**src/rtl/song_sequencer.sv**
```systemverilog
// rtl/song_sequencer.sv - beat-driven note sequencer reading a song ROM; SONG_LOOP_EN selects looping at the end marker
// Feature macro: SONG_LOOP_EN (restart the song at the 8'hFF end marker instead of stopping)
module song_sequencer #(
    parameter int SONG_W = 2,
    parameter int PTR_W  = 7
) (
    input  logic                    clk_1m,
    input  logic                    rst,
    input  logic                    beat,
    input  logic                    play,
    input  logic                    next,
    input  logic [7:0]              rom_data,
    output logic [SONG_W+PTR_W-1:0] rom_addr,
    output logic [4:0]              tone_code,
    output logic                    tone_load,
    output logic [15:0]             display_num,
    output logic                    playing
);
    localparam logic [2:0] S_IDLE  = 3'd0;
    localparam logic [2:0] S_WAIT  = 3'd1;
    localparam logic [2:0] S_FETCH = 3'd2;
    localparam logic [2:0] S_LOAD  = 3'd3;
    localparam logic [2:0] S_PAUSE = 3'd4;

    logic [2:0]        state;
    logic [SONG_W-1:0] song;
    logic [PTR_W-1:0]  ptr;
    logic              pending;
    logic              end_marker;
    logic [4:0]        note_code;
    logic [3:0]        song_disp;

    assign end_marker  = (rom_data == 8'hFF);
    // Codes with any of the top three bits set are not playable notes and map to silence.
    assign note_code   = (rom_data[7:5] == 3'b000) ? rom_data[4:0] : 5'd0;
    assign rom_addr    = {song, ptr};
    assign playing     = (state == S_WAIT) || (state == S_FETCH) || (state == S_LOAD);
    assign song_disp   = 4'(song) + 4'd1;
    assign display_num = {song_disp, 7'b0, tone_code};

    always_ff @(posedge clk_1m or posedge rst) begin
        if (rst) begin
            state     <= S_IDLE;
            song      <= '0;
            ptr       <= '0;
            pending   <= 1'b0;
            tone_code <= 5'd0;
            tone_load <= 1'b0;
        end else begin
            tone_load <= 1'b0;
            if (next) begin
                // Song change wins over any play/beat in the same cycle.
                song      <= song + 1'b1;
                ptr       <= '0;
                tone_code <= 5'd0;
                tone_load <= 1'b1;
                pending   <= 1'b0;
                if (state == S_FETCH || state == S_LOAD)
                    state <= S_WAIT;
            end else begin
                case (state)
                    S_IDLE: begin
                        ptr <= '0;
                        if (play)
                            state <= S_WAIT;
                    end
                    S_WAIT: begin
                        if (play || pending) begin
                            state     <= S_PAUSE;
                            pending   <= 1'b0;
                            tone_code <= 5'd0;
                            tone_load <= 1'b1;
                        end else if (beat) begin
                            state <= S_FETCH;
                        end
                    end
                    S_FETCH: begin
                        if (play)
                            pending <= 1'b1;
                        state <= S_LOAD;
                    end
                    S_LOAD: begin
                        if (play)
                            pending <= 1'b1;
                        if (end_marker) begin
                            ptr <= '0;
`ifdef SONG_LOOP_EN
                            state <= S_FETCH;
`else
                            state     <= S_IDLE;
                            tone_code <= 5'd0;
                            tone_load <= 1'b1;
                            pending   <= 1'b0;
`endif
                        end else begin
                            tone_code <= note_code;
                            tone_load <= 1'b1;
                            ptr       <= ptr + 1'b1;
                            state     <= S_WAIT;
                        end
                    end
                    S_PAUSE: begin
                        if (play)
                            state <= S_WAIT;
                    end
                    default: state <= S_IDLE;
                endcase
            end
        end
    end
endmodule
```
**config.mk**
```make
export PLATFORM = sky130hd
export DESIGN_NAME = song_sequencer
export DESIGN_NICKNAME = d
export VERILOG_FILES = /design/src/rtl/song_sequencer.sv
export SDC_FILE = /design/constraint.sdc
export NUM_CORES = 1
export LEC_CHECK = 0
export ABC_AREA = 1
export CAP_MARGIN = 20
export CELL_PAD_IN_SITES_DETAIL_PLACEMENT = 1
export CELL_PAD_IN_SITES_GLOBAL_PLACEMENT = 1
export CORE_AREA = 2 2 66 68
export CTS_CLUSTER_SIZE = 30
export DETAILED_ROUTE_END_ITERATION = 6
export DIE_AREA = 0 0 68 70
export PLACE_DENSITY_LB_ADDON = 0.1
export SYNTH_ARGS = -nofsm -noshare
export SYNTH_HDL_FRONTEND = slang
export SYNTH_SLANG_ARGS = --single-unit
```
**constraint.sdc**
```tcl
create_clock -name clk_1m -period 1.3 [get_ports clk_1m]
set_clock_uncertainty 0.05 [all_clocks]
set_input_delay 0.325 -clock clk_1m [delete_from_list [all_inputs] [get_ports clk_1m]]
set_output_delay 0.325 -clock clk_1m [all_outputs]
set_load 0.01 [all_outputs]
```
---- Word level (Yosys, flattened, before mapping) ----
Cells that the tools add are included.
storage, ports and cells
  flip-flop bits (word level) ............. 19
  input bits .............................. 13
  output and inout port bits .............. 32
  logic and storage cells ................. 54
operators by class
  $add $sub $neg .......................... 3
  eq/ne operators ......................... 9
  multiplexer cells ....................... 23
  reduce and logical (&&, ||, !) cells .... 13
operator list
  cell                                                                     number
  5-bit two-way mux                                                        4
  3-bit two-way mux                                                        5
  7-bit two-way mux                                                        2
  7-bit case mux with 2 select lines                                       1
  3-bit case mux with 4 select lines                                       1
  5-bit case mux with 2 select lines                                       1
  8-bit == test, second input constant                                     1
  7-bit by 1-bit adder with 7-bit output, second input constant            1
  1-bit two-way mux                                                        7
  3-bit by 2-bit == test with 1-bit output, second input constant          2
  3-bit logical NOT                                                        2
  3-bit nonzero test                                                       2
  1-bit logical OR                                                         4
  4-bit by 3-bit inequality test with 1-bit output, second input constant  1
  2-bit AND reduction                                                      2
  4-bit nonzero test                                                       1
  2-bit by 1-bit adder with 3-bit output, second input constant            1
  3-bit by 1-bit == test with 1-bit output, second input constant          1
  3-bit == test, second input constant                                     1
  3-bit by 1-bit inequality test with 1-bit output, second input constant  1
  3-bit by 2-bit inequality test with 1-bit output, second input constant  1
  1-bit case mux with 3 select lines                                       1
  3-bit AND reduction                                                      1
  2-bit by 1-bit adder with 2-bit output, second input constant            1
  3 further kinds                                                          3

---- Logic depth before layout (Yosys ltp) ----
  word-level depth ........................ 5
  gate-level depth with buffers ........... 8

---- Least setup slack after synthesis ----
OpenSTA, ideal clock, no wires.
  path kind ............................... register -> register
  start point ............................. reg ptr[0]
  end point ............................... reg ptr[4]
  data arrival time ....................... 1.050 ns
  data required time ...................... 1.132 ns
  slack ................................... 0.081 ns
  cell stages (with the launch flop) ...... 7
  buffers on the path ..................... 0
  clock period less this slack ............ 1.219 ns
  path through ............................ dfrtp_1 > ha_1 > nand3_1 > xor2_1 > inv_1 > nand4_1 > nand2_1
on the way
  word-level cells in the longest chain between the ends .. 4
ends and longest elaborated chain
  element                                 RTL line  source
  from (decl)                             27        logic [PTR_W-1:0] ptr;
  from (signal assigned)                  98        ptr <= ptr + 1'b1;
  7-bit by 1-bit adder with 7-bit output  98
  7-bit two-way mux                       85        if (end_marker) begin
  7-bit case mux with 2 select lines      61        case (state)
  7-bit two-way mux                       51        if (next) begin
Every way passes these cells.
A chain may end at the register's enable or synchronous reset.

---- Worst setup path in the final report ----
  start point ............................. reg song[0]
  end point ............................... out display_num[13]
on the way
  word-level cells in the longest chain between the ends .. 1
ends and longest elaborated chain
  element                                 RTL line  source
  from (decl)                             26        logic [SONG_W-1:0] song;
  from (signal assigned)                  53        song <= song + 1'b1;
  2-bit by 1-bit adder with 3-bit output  38        assign song_disp = 4'(song) + 4'd1;
  to (decl)                               16        output logic [15:0] display_num,
Every way passes these cells.

==> results.sh <==
export IMPL_globalplace_congestion=0.803
export IMPL_period_needed_ns=1.46
export IMPL_clkSinkCount=19
export IMPL_layout_commonest_cell="nand2_1"
export IMPL_synth_compound_area_frac=0.0682
export IMPL_worst_setup_path_start_kind="flop"
export IMPL_final_setup_viol_count=7
export IMPL_rsz0062_at_grt="true"
export IMPL_syn_avg_cell_area_um2=7.46
export IMPL_firstDrtPassIters=6
export IMPL_clk_latency_ns=0.26
export IMPL_fmax_mhz=684
export IMPL_violations="negative setup slack"
export IMPL_numCtsBuffers=3
export IMPL_crit_type="reg2out"
export IMPL_finalMaxSlewViolations=0
export IMPL_max_vdd_ir_drop_mv=0.837
export IMPL_seq_area_frac_synth=0.411
export IMPL_via_per_inst=4.39
export IMPL_grt_use_total=0.153
export IMPL_grt_first_pass_wirelength_um=5630
export IMPL_clock_path_buffers=2
export IMPL_die_area_um2=4760
export IMPL_status="finished with violations"
export IMPL_synthMuxAreaShare=0
export IMPL_grt_pass1_vias=1247
export IMPL_die_w_um=68
export IMPL_ys_top_cells_by_area="dfrtp_1 41%, nand2_1 14%, buf_4 8.4%, inv_1 6.2%, nand3_1 5.2%"
export IMPL_synthCells=155
export IMPL_final_cell_mix="34 x nand2_1, 28 x buf_4, 19 x dfrtp_1, 16 x buf_6, 14 x inv_1"
export IMPL_vias=1233
export IMPL_io_pins=45
export IMPL_grt_max_degree=20
export IMPL_grtUsageMet1=0.184
export IMPL_core_area_um2=4140
export IMPL_crit_fanout=2
export IMPL_ys_ff_latch=19
export IMPL_dp_hpwl_um=2630
export IMPL_multi_input_area_um2=663
export IMPL_endpoint_kind="output pin"
export IMPL_antenna_cells=0
export IMPL_start_util=0.279
export IMPL_clk_pin_slew_ns=0.07
export IMPL_antenna_found_initial=0
export IMPL_synthAdderAreaFrac=0.0216
export IMPL_wl_um=3570
export IMPL_met3_usage=0.0370
export IMPL_yosysUniqueCellTypes=21
export IMPL_post_route_drc_count=0
export IMPL_worstPathArrival_ns=1.09
export IMPL_areaGrowthSynthToFinish_pct=76.6
export IMPL_fin_crit_sh=1.12
export IMPL_postRouteAntennaNets=0
export IMPL_synth_top_area_share=0.411
export IMPL_fill_cells=513
export IMPL_cp_required_ns=0.93
export IMPL_power_leakage_uw=0.00111
export IMPL_top_usage_layer="met2"
export IMPL_drive_above_1_share=0.463
export IMPL_p_per_area_nw_per_um2=1510
export IMPL_placementRows=24
export IMPL_regArea_um2=475
export IMPL_grt_util_met2=0.271
export IMPL_synth_top_family_by_area="simple AND/OR/NAND/NOR gates"
export IMPL_grt_overflow=0
export IMPL_wl_per_cell_um=12.7
export IMPL_setup_tns_ns=-0.518
export IMPL_root_buffer="clkbuf_8"
export IMPL_cts_tree="done"
export IMPL_htree_levels=1
export IMPL_nets=245
export IMPL_drtIter0Drc=25
export IMPL_fin_ws_ns=-0.162
export IMPL_ys_warn_count=0
export IMPL_port_buffers=36
export IMPL_syn_area_um2=1160
export IMPL_finalHoldViolations=0
export IMPL_die_h_um=70
export IMPL_whs_ns=0.315
export IMPL_yosys_area_share_simple=0.299
export IMPL_hold_path_class="in2reg"
export IMPL_synth_area_leader_cell="dfrtp_1"
export IMPL_maxCapViolations=0
export IMPL_synthXorXnorAreaFrac=0.0227
[worst max-delay path: stages (launching register included)]
cell	delay, ns
dfrtp_1	0.38
ha_1	0.31
buf_2	0.15
[metrics by stage]
stage / util / worst slack [ns] / instance area, µm² / cells / total power (µW)
2_1_floorplan: - / 0.0815 / 1180 / 162 / 1320
3_3_place_gp: 0.413 / -0.324 / 1710 / 262 / 2020
3_5_place_dp: 0.413 / -0.364 / 1710 / 262 / 2040
4_1_cts: 0.454 / -0.193 / 1880 / 273 / 2690
5_1_grt: 0.493 / -0.216 / 2040 / 281 / 3310
6_report: 0.493 / -0.162 / 2040 / 281 / 3080
[logic make-up after synthesis]
group / count (synthesis)
other: 1
buffers and inverters: 38
xor gates and xnor gates: 3
adders and majority gates: 2
and+or+nand+nor: 77
AOI/OAI and AO/OA: 15
DFF: 19
[Yosys cell counts (all sizes together)]
cell    count
conb        1
nand4       4
nand2      43
inv        22
a21oi       2
o22ai       1
dfrtp      19
nand3      16
buf        16
nor3        1
o21ai      11
nor2       13
ha          2
o211ai      1
xor2        3
[sequential cells by signal, summed over array words and instances (netlist names)]
| name | flops |
|---|---|
| pending | 1 |
| ptr | 7 |
| song | 2 |
| state | 3 |
| tone_code | 5 |
| tone_load | 1 |
[area by class of cell]
class	count	area share
clock buffer	4	0.0221
inverter	22	0.0441
multi-input combinational	105	0.325
sequential	19	0.233
tap	52	0.0319
timing repair buffer	79	0.344
[worst paths after layout]
path                       slack (ns)                startpoint                       end  cells past startpoint
setup / recovery                -0.16       song[0]$_DFFE_PP0P_           display_num[13]                      2
hold / removal                   0.32               rom_data[3]  tone_code[3]$_DFFE_PP0P_                      3
setup reg to reg                -0.04      state[1]$_DFFE_PP0P_      state[1]$_DFFE_PP0P_                      8
hold reg to reg                  0.48  tone_code[2]$_DFFE_PP0P_  tone_code[2]$_DFFE_PP0P_                      2
max in group asynchronous        0.71                       rst       song[1]$_DFFE_PP0P_                      3
min in group asynchronous        0.35                       rst        ptr[5]$_DFFE_PP0P_                      3
[layer usage]
layer	part of all wire	wire, µm
met5	0	0
met4	0.0034	12
met3	0.044	157
met2	0.55	1970
met1	0.40	1430
[what timing repair did]
action,in CTS,in global routing
hold endpoints to repair,0,0
setup buffers,8,8
hold buffers,0,0
pin swaps,9,33
gates resized for setup,92,55
setup endpoints to repair,39,33
[power breakdown]
| part | total [µW] | internal (µW) | leakage, µW | switching (µW) |
|---|---|---|---|---|
| combinational | 1920 | 1020 | 0.000837 | 903 |
| sequential | 754 | 684 | 0.000255 | 69.2 |
| clock | 405 | 218 | 0.0000228 | 187 |
Power figures use the tool's default switching activity.
